`config.mk`:
```
export PLATFORM = sky130hd
export DESIGN_NAME = shared_resource_arbiter
export DESIGN_NICKNAME = d
export VERILOG_FILES = /design/src/rtl/shared_resource_arbiter.sv
export SDC_FILE = /design/constraint.sdc
export NUM_CORES = 1
export LEC_CHECK = 0
export ABC_AREA = 1
export BUFFER_PORTS_ARGS = -buffer_cell sky130_fd_sc_hd__buf_4
export CORE_UTILIZATION = 49
export DETAILED_ROUTE_END_ITERATION = 10
export GPL_ROUTABILITY_DRIVEN = 1
export PLACE_DENSITY = 0.95
export SYNTH_ARGS = -nofsm -noshare
export SYNTH_HDL_FRONTEND = slang
export SYNTH_SLANG_ARGS = --single-unit
```
`constraint.sdc`:
```
create_clock -name clk -period 3.6 [get_ports clk]
set_input_delay 0.36 -clock clk [delete_from_list [all_inputs] [get_ports clk]]
set_output_delay 0.36 -clock clk [all_outputs]
set_load 0.005 [all_outputs]
```
`src/rtl/shared_resource_arbiter.sv`:
```
// shared_resource_arbiter
// -----------------------------------------------------------------------------
// Front end that lets NUM_CLIENTS initiators share one shared_resource lookup
// port. One request is in flight at a time: the granted key is registered onto
// resource_input, the arbiter waits LATENCY cycles for resource_output, then
// returns the result to the granted client with a one-cycle strobe. A result
// of 32'hFFFFFFFF ("no entry") is flagged on rsp_err.
//
// Configuration macro:
//   SHARED_RESOURCE_ARB_FIXED_PRIO_EN  defined   -> fixed priority (lowest index wins)
//                                      undefined -> round-robin (default)
//
// Ports:
//   clk             in   clock, all logic on posedge
//   reset           in   synchronous active-high reset
//   req_valid       in   [NUM_CLIENTS]     per-client request valid
//   req_addr        in   [NUM_CLIENTS*32]  per-client key, client i at [32*i+31:32*i]
//   req_ready       out  [NUM_CLIENTS]     one-hot accept (combinational)
//   rsp_valid       out  [NUM_CLIENTS]     one-hot registered response strobe
//   rsp_data        out  [32]              registered response data
//   rsp_err         out                    registered "no entry" flag
//   resource_input  out  [32]              registered key to shared_resource
//   resource_output in   [32]              data from shared_resource
//   dbg_state_o     out  [2]               FSM state (0 IDLE, 1 WAIT, 2 RESP)
//
// Handshake: a request transfers on a rising edge where req_valid[i] and
// req_ready[i] are both high; a client holds req_valid/req_addr until then and
// may drop req_valid beforehand without leaving any state behind.
// -----------------------------------------------------------------------------
module shared_resource_arbiter #(
  parameter int NUM_CLIENTS = 4,
  parameter int LATENCY     = 1
) (
  input  logic                      clk,
  input  logic                      reset,
  input  logic [NUM_CLIENTS-1:0]    req_valid,
  input  logic [NUM_CLIENTS*32-1:0] req_addr,
  output logic [NUM_CLIENTS-1:0]    req_ready,
  output logic [NUM_CLIENTS-1:0]    rsp_valid,
  output logic [31:0]               rsp_data,
  output logic                      rsp_err,
  output logic [31:0]               resource_input,
  input  logic [31:0]               resource_output,
  output logic [1:0]                dbg_state_o
);

  localparam int GW = (NUM_CLIENTS > 1) ? $clog2(NUM_CLIENTS) : 1;

  typedef enum logic [1:0] {
    ST_IDLE = 2'd0,
    ST_WAIT = 2'd1,
    ST_RESP = 2'd2
  } state_e;

  state_e                 state_q, state_d;
  logic [2:0]             cnt_q, cnt_d;
  logic [GW-1:0]          gnt_q, gnt_d;
  logic [31:0]            res_in_q, res_in_d;
  logic [NUM_CLIENTS-1:0] rsp_valid_q, rsp_valid_d;
  logic [31:0]            rsp_data_q, rsp_data_d;
  logic                   rsp_err_q, rsp_err_d;

  logic [GW-1:0]          pick;
  logic                   pick_vld;
  logic                   accept;

`ifdef SHARED_RESOURCE_ARB_FIXED_PRIO_EN
  // Lowest-index valid client wins; scanning downwards lets the lowest
  // index overwrite any higher one.
  always_comb begin
    pick     = '0;
    pick_vld = 1'b0;
    for (int i = NUM_CLIENTS - 1; i >= 0; i--) begin
      if (req_valid[i]) begin
        pick     = GW'(i);
        pick_vld = 1'b1;
      end
    end
  end
`else
  logic [GW-1:0] last_q;

  // Round-robin: search starts at last_q+1. Scanning from the farthest
  // offset to the nearest makes the nearest valid client the final winner.
  always_comb begin
    pick     = '0;
    pick_vld = 1'b0;
    for (int k = NUM_CLIENTS; k >= 1; k--) begin
      if (req_valid[(int'(last_q) + k) % NUM_CLIENTS]) begin
        pick     = GW'((int'(last_q) + k) % NUM_CLIENTS);
        pick_vld = 1'b1;
      end
    end
  end

  // Reset value makes client 0 the first one searched.
  always_ff @(posedge clk) begin
    if (reset) begin
      last_q <= GW'(NUM_CLIENTS - 1);
    end else if (accept) begin
      last_q <= pick;
    end
  end
`endif

  assign accept = (state_q == ST_IDLE) && pick_vld && !reset;

  // State and datapath registers
  always_ff @(posedge clk) begin
    if (reset) begin
      state_q     <= ST_IDLE;
      cnt_q       <= '0;
      gnt_q       <= '0;
      res_in_q    <= '0;
      rsp_valid_q <= '0;
      rsp_data_q  <= '0;
      rsp_err_q   <= 1'b0;
    end else begin
      state_q     <= state_d;
      cnt_q       <= cnt_d;
      gnt_q       <= gnt_d;
      res_in_q    <= res_in_d;
      rsp_valid_q <= rsp_valid_d;
      rsp_data_q  <= rsp_data_d;
      rsp_err_q   <= rsp_err_d;
    end
  end

  // Next-state logic
  always_comb begin
    state_d     = state_q;
    cnt_d       = cnt_q;
    gnt_d       = gnt_q;
    res_in_d    = res_in_q;
    rsp_valid_d = rsp_valid_q;
    rsp_data_d  = rsp_data_q;
    rsp_err_d   = rsp_err_q;
    case (state_q)
      ST_IDLE: begin
        if (accept) begin
          res_in_d = req_addr[32*int'(pick) +: 32];
          gnt_d    = pick;
          cnt_d    = 3'(LATENCY);
          state_d  = ST_WAIT;
        end
      end
      ST_WAIT: begin
        // Counter hits zero in the cycle resource_output becomes valid.
        if (cnt_q == 3'd0) begin
          rsp_data_d         = resource_output;
          rsp_err_d          = (resource_output == 32'hFFFF_FFFF);
          rsp_valid_d        = '0;
          rsp_valid_d[gnt_q] = 1'b1;
          state_d            = ST_RESP;
        end else begin
          cnt_d = cnt_q - 3'd1;
        end
      end
      ST_RESP: begin
        rsp_valid_d = '0;
        res_in_d    = '0;
        state_d     = ST_IDLE;
      end
      default: state_d = ST_IDLE;
    endcase
  end

  // Outputs
  always_comb begin
    req_ready = '0;
    if (accept) begin
      req_ready[pick] = 1'b1;
    end
    dbg_state_o = state_q;
  end

  assign rsp_valid      = rsp_valid_q;
  assign rsp_data       = rsp_data_q;
  assign rsp_err        = rsp_err_q;
  assign resource_input = res_in_q;

endmodule

```
* Word level (Yosys, flattened, before mapping)
Cells that the tools add are included. Widths: inputs -> output; s select.
Storage, ports and cells: output and inout port bits 75, input port bits 166, bits in registers 78
Operators by class: $lt $le $gt $ge 8, bitwise gates (word level) 4, equal/unequal tests 6, reduce and logical (&&, ||, !) cells 20, $add $sub $neg 5, mux-type cells 35, shifts and indexed selects 1
Operator list (count):
- $shiftx 128x8->32 | 1
- $pmux 32 s2 | 1
- $eq 32x32->1 const B | 1
- $mux 32 | 1
- $lt 3x4->1 const B | 4
- $mux 1 | 14
- $mux 2 | 6
- $reduce_and 2->1 | 5
- $bmux 1 s2 | 4
- $mux 4 | 2
- $pmux 4 s2 | 1
- $reduce_or 2->1 | 4
- $lt 2x3->1 const B | 2
- $mux 3 | 2
- $ne 2x2->1 const B | 3
- $pmux 3 s2 | 1
- $reduce_bool 2->1 | 3
- $add 2x1->2 const B | 2
- $add 2x2->2 const B | 2
- $and 1x1->1 const A | 4
- $demux 1 s2 | 2
- $ge 2x1->1 const B | 2
- $logic_and 1x1->1 | 4
- $pmux 2 s2 | 1
- other kinds (7) | 7

* Depth between registers and ports, before layout
depth in word-level cells 15, gate-level depth with buffers 16, depth with buffers taken out 15

* Worst setup path before layout
No wires, ideal clock.
path kind flip-flop to output port, start register last_q[0], end output req_ready[0], arrival 1.571 ns, path buffers 2, slack 1.669 ns, cell stages (with the launch flop) 13, path through dfxtp_1 -> inv_2 -> nand2_2 -> nand2_2 -> nand2_1 -> nand2_1 -> nand2_2 -> nand2_2 -> nand2_4 -> nand2_4 -> buf_6 -> buf_6 -> nor3_1
On the way: word-level cells in the longest chain between the ends 13, elaborated cells on any way between the ends 32, those cells by class add/sub: 4; order compare: 2; mux: 23; reduce/logical: 3
Ends and longest elaborated chain:
- from (decl) | RTL line 81 | logic [GW-1:0] last_q;
- from (signal assigned) | RTL line 99 | last_q <= GW'(NUM_CLIENTS - 1);
- from (signal assigned) | RTL line 101 | last_q <= pick;
- $add 2x1->2 | RTL line 89, 90
- $bmux 1 s2 | RTL line 89 | if (req_valid[(int'(last_q) + k) % NUM_CLIENTS]) begin
- $mux 1 (implied by the code) (2 in series) | RTL line 89
- $mux 2 (4 in series) | RTL line 89
- $lt 2x3->1 (implied by the code) / $ge 2x1->1 (equally long branches) | RTL line 172 | req_ready[pick] = 1'b1;
- $logic_and 1x1->1 (implied by the code) | RTL line 172
- $mux 1 (implied by the code) | RTL line 172
- $demux 1 s2 | RTL line 172
- $mux 4 * | RTL line 171 | if (accept) begin
- to (decl) | RTL line 38 | output logic [NUM_CLIENTS-1:0] req_ready,
Every way passes the cells marked *; elsewhere a longest branch is shown, timed or not. The select of a mux whose other input is x is not followed.

* Worst setup path after layout
start register last_q[0], end output req_ready[3]
The elaborated chain is that of the path after synthesis.

==> metrics <==
clock slew at the register clock pins of the worst setup and hold paths 0.09 ns; clk_lat worst skew 0.35 ns; htree depth 3; leakage power figure 3.51 nW; cts bufs inserted 9; reg-to-reg endpoint resource_input[7]; total number of vias 5352; Top Metal Used met4; first-pass GRT wire length 23700 um; Synth Register Bits between 70 and 80; Rel. slew slack approximately three fifths; Die Wd 96.8 um; Netlist Area Pre-Place around 4400 sq um; Row Count 34; required time worst endpoint 3.24 ns; worst setup path endpoint req_ready[3]; Hold Path Class primary input to register; fin crit share about nine tenths; Seq/Total Area, Yosys 35.5%; Power Dens Cells slightly below 700 nW/um^2; share of cells above drive strength 1 31.4%; number of global-route vias before repair 5135; full die area 9370 sq um; met2 WL between 7000 and 8000 um; Post-CTS Hold Buffers 0; reg2reg setup slack about 0.85 ns; count of pins over their slew limit 0; WL/cell 14.0 um; IO buf count 240; DR iter-0 viols 239; Critical Path Start Type register; clock buffer depth 2; core area 8720 sq um; CTS Root Cell clkbuf_8; ys async rst share 0%; WL met3 roughly 1200 um; crit path time final 3.19 ns; Placement Setup Slack 0.812 ns; starting density of the core 50.5%; Post-Syn Nets 864; commonest non-fill, non-tap cells in the layout buf_4, nand2_1, nand3_1; Via density 5.23; GRT Util Overall 30.7%; Max Fclk 313 MHz; met1 WL 5480 um; RSZ-0062 raised after global routing no; setup ws final 0.405 ns; final setup TNS 0 ns; P&R area growth vs syn 43.7%; antenna violation net count after detailed routing 0; Max IR drop VDD about 0.00032 V; Clock Skews roughly 0.015 ns; Final Hold Fails 0; initial antenna violation count 0; largest net degree at the start of global routing 67; critical path arrival 2.83 ns; Max-cap violations 0; Crit Path Category register to output port; total chip power ~0.0043 W; cts repair resizes 0; status completed; worst r2r src last_q[0]; grt ovf 0; Setup crit end kind output port; Post-CTS Setup Bufs 0; Final setup viols 0; die height 96.8 um; Mapped Avg Cell Area approximately 6.3 sq um; DRT Wirelength 14300 um; TritonCTS clock tree built; Synth cell types 27; I/O pin count around 240; Antenna Cells 0; Ys Warns 0; GP Congestion 0.912; drt drc 0; drt pass-1 iters 5; Setup crit start last_q[0]; clk sinks 78; Max FO, Critical Path 50; commonest non-fill, non-tap cell in the layout buf_4; layout net count 1079; Worst Max-Slew Pin Slew 0.625 ns; Post-Syn Instances around 700; Top FF cell, synth dfxtp_1; Hold Crit Depth 3; Final HPWL DP 10500 um; R2R depth 14; EDFF count, synth 0
worst max-delay path, stage by stage (launching register included):
cell and delay (ns):
dfxtp_1 0.45, inv_2 0.14, nand2_1 0.08, nand2_1 0.08
nand2_1 0.08, nand2_1 0.09, nand2_2 0.12, nand2_2 0.07
nand2_4 0.40, nand2_4 0.39, inv_2 0.35, nor2_1 0.08
buf_4 0.14
cell families after synthesis:
logic type                 after synthesis  synth area share [%]
adders and majority gates                2                 0.568
buffers and inverters                  117                  11.9
and+or+nand+nor                        451                  46.4
DFF                                     78                  35.5
AOI/OAI and AO/OA                       48                  5.63
cell type report:
class | count | area, sq um
timing repair buffer | 245 | 1840
clock buffer | 9 | 124
sequential | 78 | 1560
fill | 725 | 2390
tap | 108 | 135
multi-input combinational | 501 | 2320
inverter | 76 | 290
clock inverter | 7 | 57.6
per-layer routing:
metal  global-route usage (%)  vias to the layer above
li1                         -                     2649
met1                     36.2                     2354
met2                     52.9                      296
met3                     5.71                       53
met4                     15.8                        0
met5                        0                        -
where the power goes:
part / total (W) / internal, W / switching, W / leakage, nW
sequential: 0.00123 / 0.00109 / 0.000130 / 0.641
clock: 0.000605 / 0.000258 / 0.000347 / 0.0877
combinational: 0.00243 / 0.000940 / 0.00149 / 2.78
state kept, by name, indices dropped and copies added (netlist names):
register        count
rsp_err             1
cnt_q               3
resource_input     32
dbg_state_o         2
rsp_valid           4
last_q              2
rsp_data           32
gnt_q               2
per-stage QoR:
step | utilization [%] | hold WS [ns] | area [sq um] | instances
2_1_floorplan | - | 0.439 | 4400 | 696
3_3_place_gp | 70.5 | 0.449 | 6150 | 1008
3_5_place_dp | 70.5 | 0.455 | 6150 | 1008
4_1_cts | 72.6 | 0.228 | 6330 | 1024
5_1_grt | 72.6 | 0.240 | 6330 | 1024
6_report | 72.6 | 0.235 | 6330 | 1024
synthesized netlist by cell type, types with 3 or more instances:
cell / number / area (sq um)
nand2_4: 4 / 45.0
inv_1: 68 / 255
o21ai_0: 35 / 175
nand2_2: 7 / 43.8
nor2_1: 70 / 263
dfxtp_1: 78 / 1560
buf_2: 13 / 65.1
clkbuf_1: 16 / 60.1
inv_2: 5 / 18.8
buf_4: 7 / 52.6
nand3_1: 151 / 756
nand4_1: 8 / 50.1
a21oi_1: 10 / 50.1
nand3_4: 3 / 52.6
nor3_1: 3 / 15.0
buf_6: 5 / 56.3
nand2_1: 197 / 739
worst min path at each step:
stage	from	endpoint	slack [ns]
global placement	cnt_q[0]	cnt_q[0]	0.45
finish	resource_output[31]	rsp_data[31]	0.23
detailed placement	rsp_valid[1]	rsp_valid[1]	0.45
floorplan	cnt_q[0]	cnt_q[0]	0.44
global route	resource_output[22]	rsp_data[22]	0.24
CTS	resource_output[31]	rsp_data[31]	0.23
No activity file was read; power rests on OpenSTA's default activity.
